$ cat config.mk
export PLATFORM = sky130hd
export DESIGN_NAME = frame_streamer_flat
export DESIGN_NICKNAME = d
export VERILOG_FILES = /design/src/rtl/lenet_pkg.sv /design/src/rtl/axis_if.sv /design/src/rtl/axis_skid_fifo.sv /design/src/rtl/frame_streamer.sv /design/src/flat_wrapper.sv
export SDC_FILE = /design/constraint.sdc
export NUM_CORES = 1
export LEC_CHECK = 0
export CAP_MARGIN = 0
export CORE_ASPECT_RATIO = 1.75
export CORE_MARGIN = 2
export CORE_UTILIZATION = 55
export DETAILED_ROUTE_END_ITERATION = 10
export GPL_ROUTABILITY_DRIVEN = 0
export PLACE_DENSITY_LB_ADDON = 0.15
export SLEW_MARGIN = 20
export SYNTH_ARGS = -nofsm -noshare
export SYNTH_HDL_FRONTEND = slang
export SYNTH_SLANG_ARGS = --single-unit
$ cat constraint.sdc
create_clock -name clock -period 4.99 [get_ports clock]
set_clock_uncertainty 0.2 [all_clocks]
set_input_delay 0.998 -clock clock [delete_from_list [all_inputs] [get_ports clock]]
set_output_delay 0.998 -clock clock [all_outputs]
set_load 0.01 [all_outputs]
$ cat src/rtl/lenet_pkg.sv
// Shared image-geometry defaults and streaming-FSM state encoding for the
// frame-buffer readout blocks.
package lenet_pkg;

  localparam int DEF_IMG_WIDTH   = 32;
  localparam int DEF_IMG_HEIGHT  = 32;
  localparam int DEF_PIXEL_WIDTH = 8;

  typedef enum logic [1:0] {
    IDLE   = 2'd0,
    STREAM = 2'd1,
    DRAIN  = 2'd2
  } stream_state_t;

  // Counter width that stays legal for a dimension of 1.
  function automatic int cnt_width(input int n);
    return (n > 1) ? $clog2(n) : 1;
  endfunction

endpackage

$ cat src/rtl/axis_if.sv
// AXI4-Stream style video bus: tuser marks start-of-frame, tlast marks end-of-line.
interface axis_if #(
  parameter int DATA_W = 8
) ();

  logic [DATA_W-1:0] tdata;
  logic              tvalid;
  logic              tready;
  logic              tuser;
  logic              tlast;

  modport main (output tdata, output tvalid, output tuser, output tlast, input tready);
  modport sub  (input tdata, input tvalid, input tuser, input tlast, output tready);

endinterface

$ cat src/rtl/axis_skid_fifo.sv
// Two-entry FIFO that decouples frame-buffer read latency from downstream backpressure.
module axis_skid_fifo #(
  parameter int WIDTH = 10
) (
  input  logic             clock,
  input  logic             reset,
  input  logic             push,
  input  logic [WIDTH-1:0] push_data,
  output logic             full,
  input  logic             pop,
  output logic [WIDTH-1:0] pop_data,
  output logic             empty
);

  logic [WIDTH-1:0] slot [2];
  logic             wr_ptr;
  logic             rd_ptr;
  logic [1:0]       count;
  logic             do_push;
  logic             do_pop;

  assign do_push  = push & ~full;
  assign do_pop   = pop & ~empty;
  assign full     = (count == 2'd2);
  assign empty    = (count == 2'd0);
  assign pop_data = slot[rd_ptr];

  always_ff @(posedge clock) begin
    if (reset) begin
      wr_ptr <= 1'b0;
      rd_ptr <= 1'b0;
      count  <= 2'd0;
    end else begin
      if (do_push) wr_ptr <= ~wr_ptr;
      if (do_pop)  rd_ptr <= ~rd_ptr;
      count <= count + 2'(do_push) - 2'(do_pop);
    end
  end

  always_ff @(posedge clock) begin
    if (do_push) slot[wr_ptr] <= push_data;
  end

endmodule

$ cat src/rtl/frame_streamer.sv
// Reads one frame row-major from an external 1-cycle-latency frame buffer and
// emits it as a video stream with start-of-frame and end-of-line markers.
module frame_streamer
  import lenet_pkg::*;
#(
  parameter  int IMG_WIDTH   = DEF_IMG_WIDTH,
  parameter  int IMG_HEIGHT  = DEF_IMG_HEIGHT,
  parameter  int PIXEL_WIDTH = DEF_PIXEL_WIDTH,
  localparam int ADDR_WIDTH  = $clog2(IMG_WIDTH * IMG_HEIGHT)
) (
  input  logic                   clock,
  input  logic                   reset,
  input  logic                   start,
  output logic                   busy,
  output logic                   done,
  output logic [ADDR_WIDTH-1:0]  mem_raddr,
  input  logic [PIXEL_WIDTH-1:0] mem_rdata,
  axis_if.main                   image_out
);

  localparam int COL_W  = cnt_width(IMG_WIDTH);
  localparam int ROW_W  = cnt_width(IMG_HEIGHT);
  localparam int FIFO_W = PIXEL_WIDTH + 2;
  localparam logic [ADDR_WIDTH-1:0] LAST_ADDR = ADDR_WIDTH'(IMG_WIDTH * IMG_HEIGHT - 1);
  localparam logic [COL_W-1:0]      LAST_COL  = COL_W'(IMG_WIDTH - 1);
  localparam logic [ROW_W-1:0]      LAST_ROW  = ROW_W'(IMG_HEIGHT - 1);

  stream_state_t     state;
  logic              rd_vld_p1;
  logic [COL_W-1:0]  tag_col;
  logic [ROW_W-1:0]  tag_row;
  logic [COL_W-1:0]  col;
  logic [ROW_W-1:0]  row;
  logic              fifo_full;
  logic              fifo_empty;
  logic [FIFO_W-1:0] push_data;
  logic [FIFO_W-1:0] head;
  logic [2:0]        in_flight;
  logic              pop;
  logic              issue;
  logic              accept_last;

  assign pop       = ~fifo_empty & image_out.tready;
  assign in_flight = {1'b0, fifo_full, ~fifo_full & ~fifo_empty} + {2'b00, rd_vld_p1};
  // A pop in the same cycle frees a slot; counting it keeps the stream bubble-free.
  assign issue       = (state == STREAM) && ((in_flight < 3'd2) || ((in_flight == 3'd2) && pop));
  assign accept_last = pop && (row == LAST_ROW) && (col == LAST_COL);
  assign push_data   = {(tag_row == '0) && (tag_col == '0), tag_col == LAST_COL, mem_rdata};

  axis_skid_fifo #(
    .WIDTH(FIFO_W)
  ) u_fifo (
    .clock    (clock),
    .reset    (reset),
    .push     (rd_vld_p1),
    .push_data(push_data),
    .full     (fifo_full),
    .pop      (pop),
    .pop_data (head),
    .empty    (fifo_empty)
  );

  assign image_out.tvalid = ~fifo_empty;
  assign image_out.tdata  = head[PIXEL_WIDTH-1:0];
  assign image_out.tlast  = head[PIXEL_WIDTH];
  assign image_out.tuser  = head[PIXEL_WIDTH+1];

  always_ff @(posedge clock) begin
    if (reset) begin
      state     <= IDLE;
      busy      <= 1'b0;
      done      <= 1'b0;
      mem_raddr <= '0;
      rd_vld_p1 <= 1'b0;
      tag_col   <= '0;
      tag_row   <= '0;
      col       <= '0;
      row       <= '0;
    end else begin
      done      <= 1'b0;
      rd_vld_p1 <= issue;
      if (issue) mem_raddr <= mem_raddr + 1'b1;

      // push side: markers follow the pixel position of each returned read
      if (rd_vld_p1) begin
        if (tag_col == LAST_COL) begin
          tag_col <= '0;
          tag_row <= (tag_row == LAST_ROW) ? '0 : tag_row + 1'b1;
        end else begin
          tag_col <= tag_col + 1'b1;
        end
      end

      if (pop) begin
        if (col == LAST_COL) begin
          col <= '0;
          row <= (row == LAST_ROW) ? '0 : row + 1'b1;
        end else begin
          col <= col + 1'b1;
        end
      end

      case (state)
        IDLE: begin
          if (start) begin
            state     <= STREAM;
            busy      <= 1'b1;
            mem_raddr <= '0;
            tag_col   <= '0;
            tag_row   <= '0;
            col       <= '0;
            row       <= '0;
          end
        end
        STREAM: begin
          if (issue && (mem_raddr == LAST_ADDR)) state <= DRAIN;
        end
        DRAIN: begin
          if (accept_last) begin
            state <= IDLE;
            busy  <= 1'b0;
            done  <= 1'b1;
          end
        end
        default: state <= IDLE;
      endcase
    end
  end

endmodule

$ cat src/flat_wrapper.sv
// flat-port wrapper written by rule: the top's interface ports become plain ports
module frame_streamer_flat import lenet_pkg::*;
#(
  parameter  int IMG_WIDTH   = DEF_IMG_WIDTH,
  parameter  int IMG_HEIGHT  = DEF_IMG_HEIGHT,
  parameter  int PIXEL_WIDTH = DEF_PIXEL_WIDTH,
  localparam int ADDR_WIDTH  = $clog2(IMG_WIDTH * IMG_HEIGHT)
)
  (clock, reset, start, busy, done, mem_raddr, mem_rdata, image_out_tdata, image_out_tvalid, image_out_tuser, image_out_tlast, image_out_tready);
  axis_if #(.DATA_W((8))) image_out_i ();
  input  logic clock;
  input  logic reset;
  input  logic start;
  output logic busy;
  output logic done;
  output logic [ADDR_WIDTH-1:0] mem_raddr;
  input  logic [PIXEL_WIDTH-1:0] mem_rdata;
  output wire logic [$bits(image_out_i.tdata)-1:0] image_out_tdata;
  output wire logic [$bits(image_out_i.tvalid)-1:0] image_out_tvalid;
  output wire logic [$bits(image_out_i.tuser)-1:0] image_out_tuser;
  output wire logic [$bits(image_out_i.tlast)-1:0] image_out_tlast;
  input wire logic [$bits(image_out_i.tready)-1:0] image_out_tready;
  assign image_out_tdata = image_out_i.tdata;
  assign image_out_tvalid = image_out_i.tvalid;
  assign image_out_tuser = image_out_i.tuser;
  assign image_out_tlast = image_out_i.tlast;
  assign image_out_i.tready = image_out_tready;
  frame_streamer #(.IMG_WIDTH(IMG_WIDTH), .IMG_HEIGHT(IMG_HEIGHT), .PIXEL_WIDTH(PIXEL_WIDTH)) u_core (.clock(clock), .reset(reset), .start(start), .busy(busy), .done(done), .mem_raddr(mem_raddr), .mem_rdata(mem_rdata), .image_out(image_out_i));
endmodule
==> impl_results.md <==
- Worst min path class: flip-flop to flip-flop
- TritonCTS clock tree: done
- Worst slew pin tran: 1.03 ns
- Fraction of the yosys area taken by sequential cells: 0.527
- Register-to-register setup slack: 2.53 ns
- Critical Path Max Stage Delay: slightly below 0.6 ns
- Clock sink total: 60
- Share of post-route cells with drive strength above 1: 0.104
- Via density per instance: approximately 5.7
- # rows: 33
- Via Count: approximately 2000
- Avg Synthesized Cell Area: a little over 10 µm²
- Setup TNS: 0 ns
- Post-layout net count: 319
- Total power consumption of the routed design: 0.00121 W
- RSZ-0062 raised after global routing: false
- Reg-to-Reg Start: u_core.rd_vld_p1
- First-pass GRT wire length: about 8400 µm
- Min-Delay Startpoint: u_core.row[4]
- Number of global-route vias before repair: 1832
- Count of distinct cell types in the synthesized netlist: 47
- Number of antenna violations at the first check in global routing: 0
- First drt pass iteration count: 4
- Endpoint kind of the worst setup timing path: output pin
- Syn Inst Count: 257
- Peak supply drop: 0.339 mV
- Area growth from synthesis to layout: 20.6%
- Average detailed-routed wire length per instance: about 14 µm
- Post-detail-place hpwl: 3550 µm
- Postcts setup bufs: 0
- Worst relative slew slack: 0.315
- Combined global-route utilization of all metal layers: 0.206
- Slowest CP cell: sky130_fd_sc_hd__dfxtp_1
- Routed wire length: approximately 5000 µm
- Residual DRC count: 0
- Buffer levels on the longest clock path: 2
- Critical path cell sequence: mux2_2, clkdlybuf4s50_1
- Worst Path Class, Setup: flip-flop to output pin
- Outcome: completed
- Final Hold Vio Count: 0
- Overflow left after global routing: 0
- Post-route core utilization: 0.687
- H-tree lvl count: 3
- Die outline width: 56.5 µm
- Final worst path period share: 0.601
- Residual antenna-violating net count after detailed routing: 0
- Buffers added on ports: 34
- Critical path fanouts, max: 10
- Number of setup violations in the final report: 0
- Starting density of the core: 0.570
- Power density relative to cell area: between 300 and 400 nW/µm²
- Number of buffers inserted by hold repair at cts: 0
- Clk_lat worst skew: between 0.3 and 0.4 ns
- Die footprint: about 5400 µm²
- IO Count: 35
- Number of flops mapped to enable cells by yosys: 20
- Synth Net Count: 283
- Leakage power summed over all cells: 1.15 nW
- Cell area after synthesis: 2660 µm²
- Arrival time at the worst endpoint: between 1.5 and 2 ns
- Max-slew violation total from the final report: 0
- Async S/R FF share, synth: 0
- Max Freq: 334 MHz
- Count of state elements after synthesis: 60
- Root Driver: sky130_fd_sc_hd__clkbuf_8
- Core Box Area: 4670 µm²
- Vertical extent of the die: between 90 and 100 µm
- TritonCTS buffer count: 9
- Number of stages on the worst hold path: 2
- Post-cts resize count: 0
- Number of DRC markers in iteration 0: between 50 and 60
- Type of element launching the critical path: flip-flop
- FILL cells: 373
- Clock period minus final worst setup slack: approximately 3.0 ns
- Number of cells on the worst reg-to-reg path: 5
- Max capacitance violation total: 0
- Required time of the critical path: approximately 3.8 ns
- Clock-pin slew of the registers on the worst-case setup and hold paths: 0.06 ns
- Number of diodes: 0
- Maximum number of pins on one net before global-route repair: 29
- Number of warning messages in the yosys log: 0
- Predominant post-synthesis flop cell: sky130_fd_sc_hd__dfxtp_1
## final cells by class
class                      instances  area [µm²]  share of cell area
clock inverter                     4        25.0             0.00781
clock buffer                      12         155              0.0484
multi-input combinational        180        1190               0.371
tap                               52        65.1              0.0203
timing repair buffer              34         340               0.106
inverter                           8        30.0             0.00937
sequential                        60        1400               0.437
## metal layers
metal | wire, µm | track usage | up-vias | part of all wire
li1 | - | - | 1006 | -
met1 | 1980 | 0.201 | 950 | 0.39
met2 | 2740 | 0.382 | 41 | 0.54
met3 | 195 | 0.0659 | 9 | 0.039
met4 | 115 | 0.101 | 0 | 0.023
met5 | 0 | 0 | - | 0
## placed cells by master (no fill, tap or decap), types with 5 or more instances in the layout
master / instances
sky130_fd_sc_hd__ha_1: 14
sky130_fd_sc_hd__nand3_1: 8
sky130_fd_sc_hd__dfxtp_1: 40
sky130_fd_sc_hd__or4_1: 6
sky130_fd_sc_hd__clkdlybuf4s50_1: 34
sky130_fd_sc_hd__a21oi_1: 24
sky130_fd_sc_hd__o21ai_0: 15
sky130_fd_sc_hd__and3_1: 6
sky130_fd_sc_hd__mux2_2: 10
sky130_fd_sc_hd__or3_1: 5
sky130_fd_sc_hd__clkbuf_8: 11
sky130_fd_sc_hd__edfxtp_1: 20
sky130_fd_sc_hd__nor2_1: 24
sky130_fd_sc_hd__inv_1: 7
sky130_fd_sc_hd__nand2_1: 16
## cells in the mapped netlist, types with 2 or more instances
master / number / area [µm²]
sky130_fd_sc_hd__or4b_1: 2 / 20.0
sky130_fd_sc_hd__nor2_1: 24 / 90.1
sky130_fd_sc_hd__and3_1: 6 / 37.5
sky130_fd_sc_hd__mux2i_1: 4 / 40.0
sky130_fd_sc_hd__nand3b_1: 2 / 15.0
sky130_fd_sc_hd__o31ai_1: 3 / 22.5
sky130_fd_sc_hd__nand4_1: 2 / 12.5
sky130_fd_sc_hd__o21ai_2: 2 / 17.5
sky130_fd_sc_hd__clkbuf_1: 2 / 7.51
sky130_fd_sc_hd__o21ai_0: 15 / 75.1
sky130_fd_sc_hd__nor3_1: 4 / 20.0
sky130_fd_sc_hd__o211ai_1: 2 / 15.0
sky130_fd_sc_hd__inv_1: 7 / 26.3
sky130_fd_sc_hd__nand3_1: 8 / 40.0
sky130_fd_sc_hd__a31oi_1: 3 / 18.8
sky130_fd_sc_hd__or4_1: 6 / 45.0
sky130_fd_sc_hd__xnor2_1: 2 / 17.5
sky130_fd_sc_hd__a21oi_1: 24 / 120
sky130_fd_sc_hd__buf_1: 3 / 11.3
sky130_fd_sc_hd__dfxtp_1: 40 / 801
sky130_fd_sc_hd__ha_1: 14 / 175
sky130_fd_sc_hd__nand2_1: 16 / 60.1
sky130_fd_sc_hd__mux2_2: 10 / 113
sky130_fd_sc_hd__nor2b_1: 4 / 25.0
sky130_fd_sc_hd__nor4_1: 3 / 18.8
sky130_fd_sc_hd__buf_2: 3 / 15.0
sky130_fd_sc_hd__xor2_1: 3 / 26.3
sky130_fd_sc_hd__edfxtp_1: 20 / 601
sky130_fd_sc_hd__or3_1: 5 / 31.3
## power by group
group | total (W) | internal (W) | switching (W)
registers | 0.000582 | 0.000538 | 0.0000436
clock network | 0.000388 | 0.000205 | 0.000183
logic | 0.000238 | 0.000129 | 0.000110
## registers in the layout (all words and copies together), names as in the netlist, 2 cells and up, named ones only
register	count
u_core.u_fifo.slot	20
u_core.mem_raddr	10
u_core.col	5
u_core.row	5
u_core.tag_col	5
u_core.tag_row	5
u_core.state	2
u_core.u_fifo.count	2
## cells by family (layout without fill, tap and decap cells)
group / count (synthesis) / in the layout / synth area share
DFF: 60 / 60 / 0.527
buffers and inverters: 17 / 58 / 0.0259
and+or+nand+nor: 93 / 93 / 0.190
AOI/OAI and AO/OA: 54 / 54 / 0.117
adders and majority gates: 14 / 14 / 0.0659
xor gates and xnor gates: 5 / 5 / 0.0165
muxes: 14 / 14 / 0.0574
## critical path: cells and delay by family (launching register included)
kind                   cells  cell delay [ns]
buffers and inverters      1             0.48
DFF                        1             0.59
muxes                      1             0.39
## through the flow
stage / instances / cell area [µm²] / setup slack (ns) / hold slack [ns]
after CTS: 350 / 3200 / 1.94 / 0.263
after global placement: 334 / 3020 / 1.92 / 0.248
after floorplan: 257 / 2660 / 2.48 / 0.241
after detailed placement: 334 / 3020 / 1.85 / 0.255
after global routing: 350 / 3200 / 1.91 / 0.282
final: 350 / 3200 / 1.99 / 0.264
## path summary, 6_finish.rpt
kind / to
worst min register to register: u_core.row[4]
worst min-delay path: u_core.row[4]
worst max-delay path: image_out_tdata[3]
worst max register to register: u_core.mem_raddr[8]
Power figures use the tool's default switching activity.
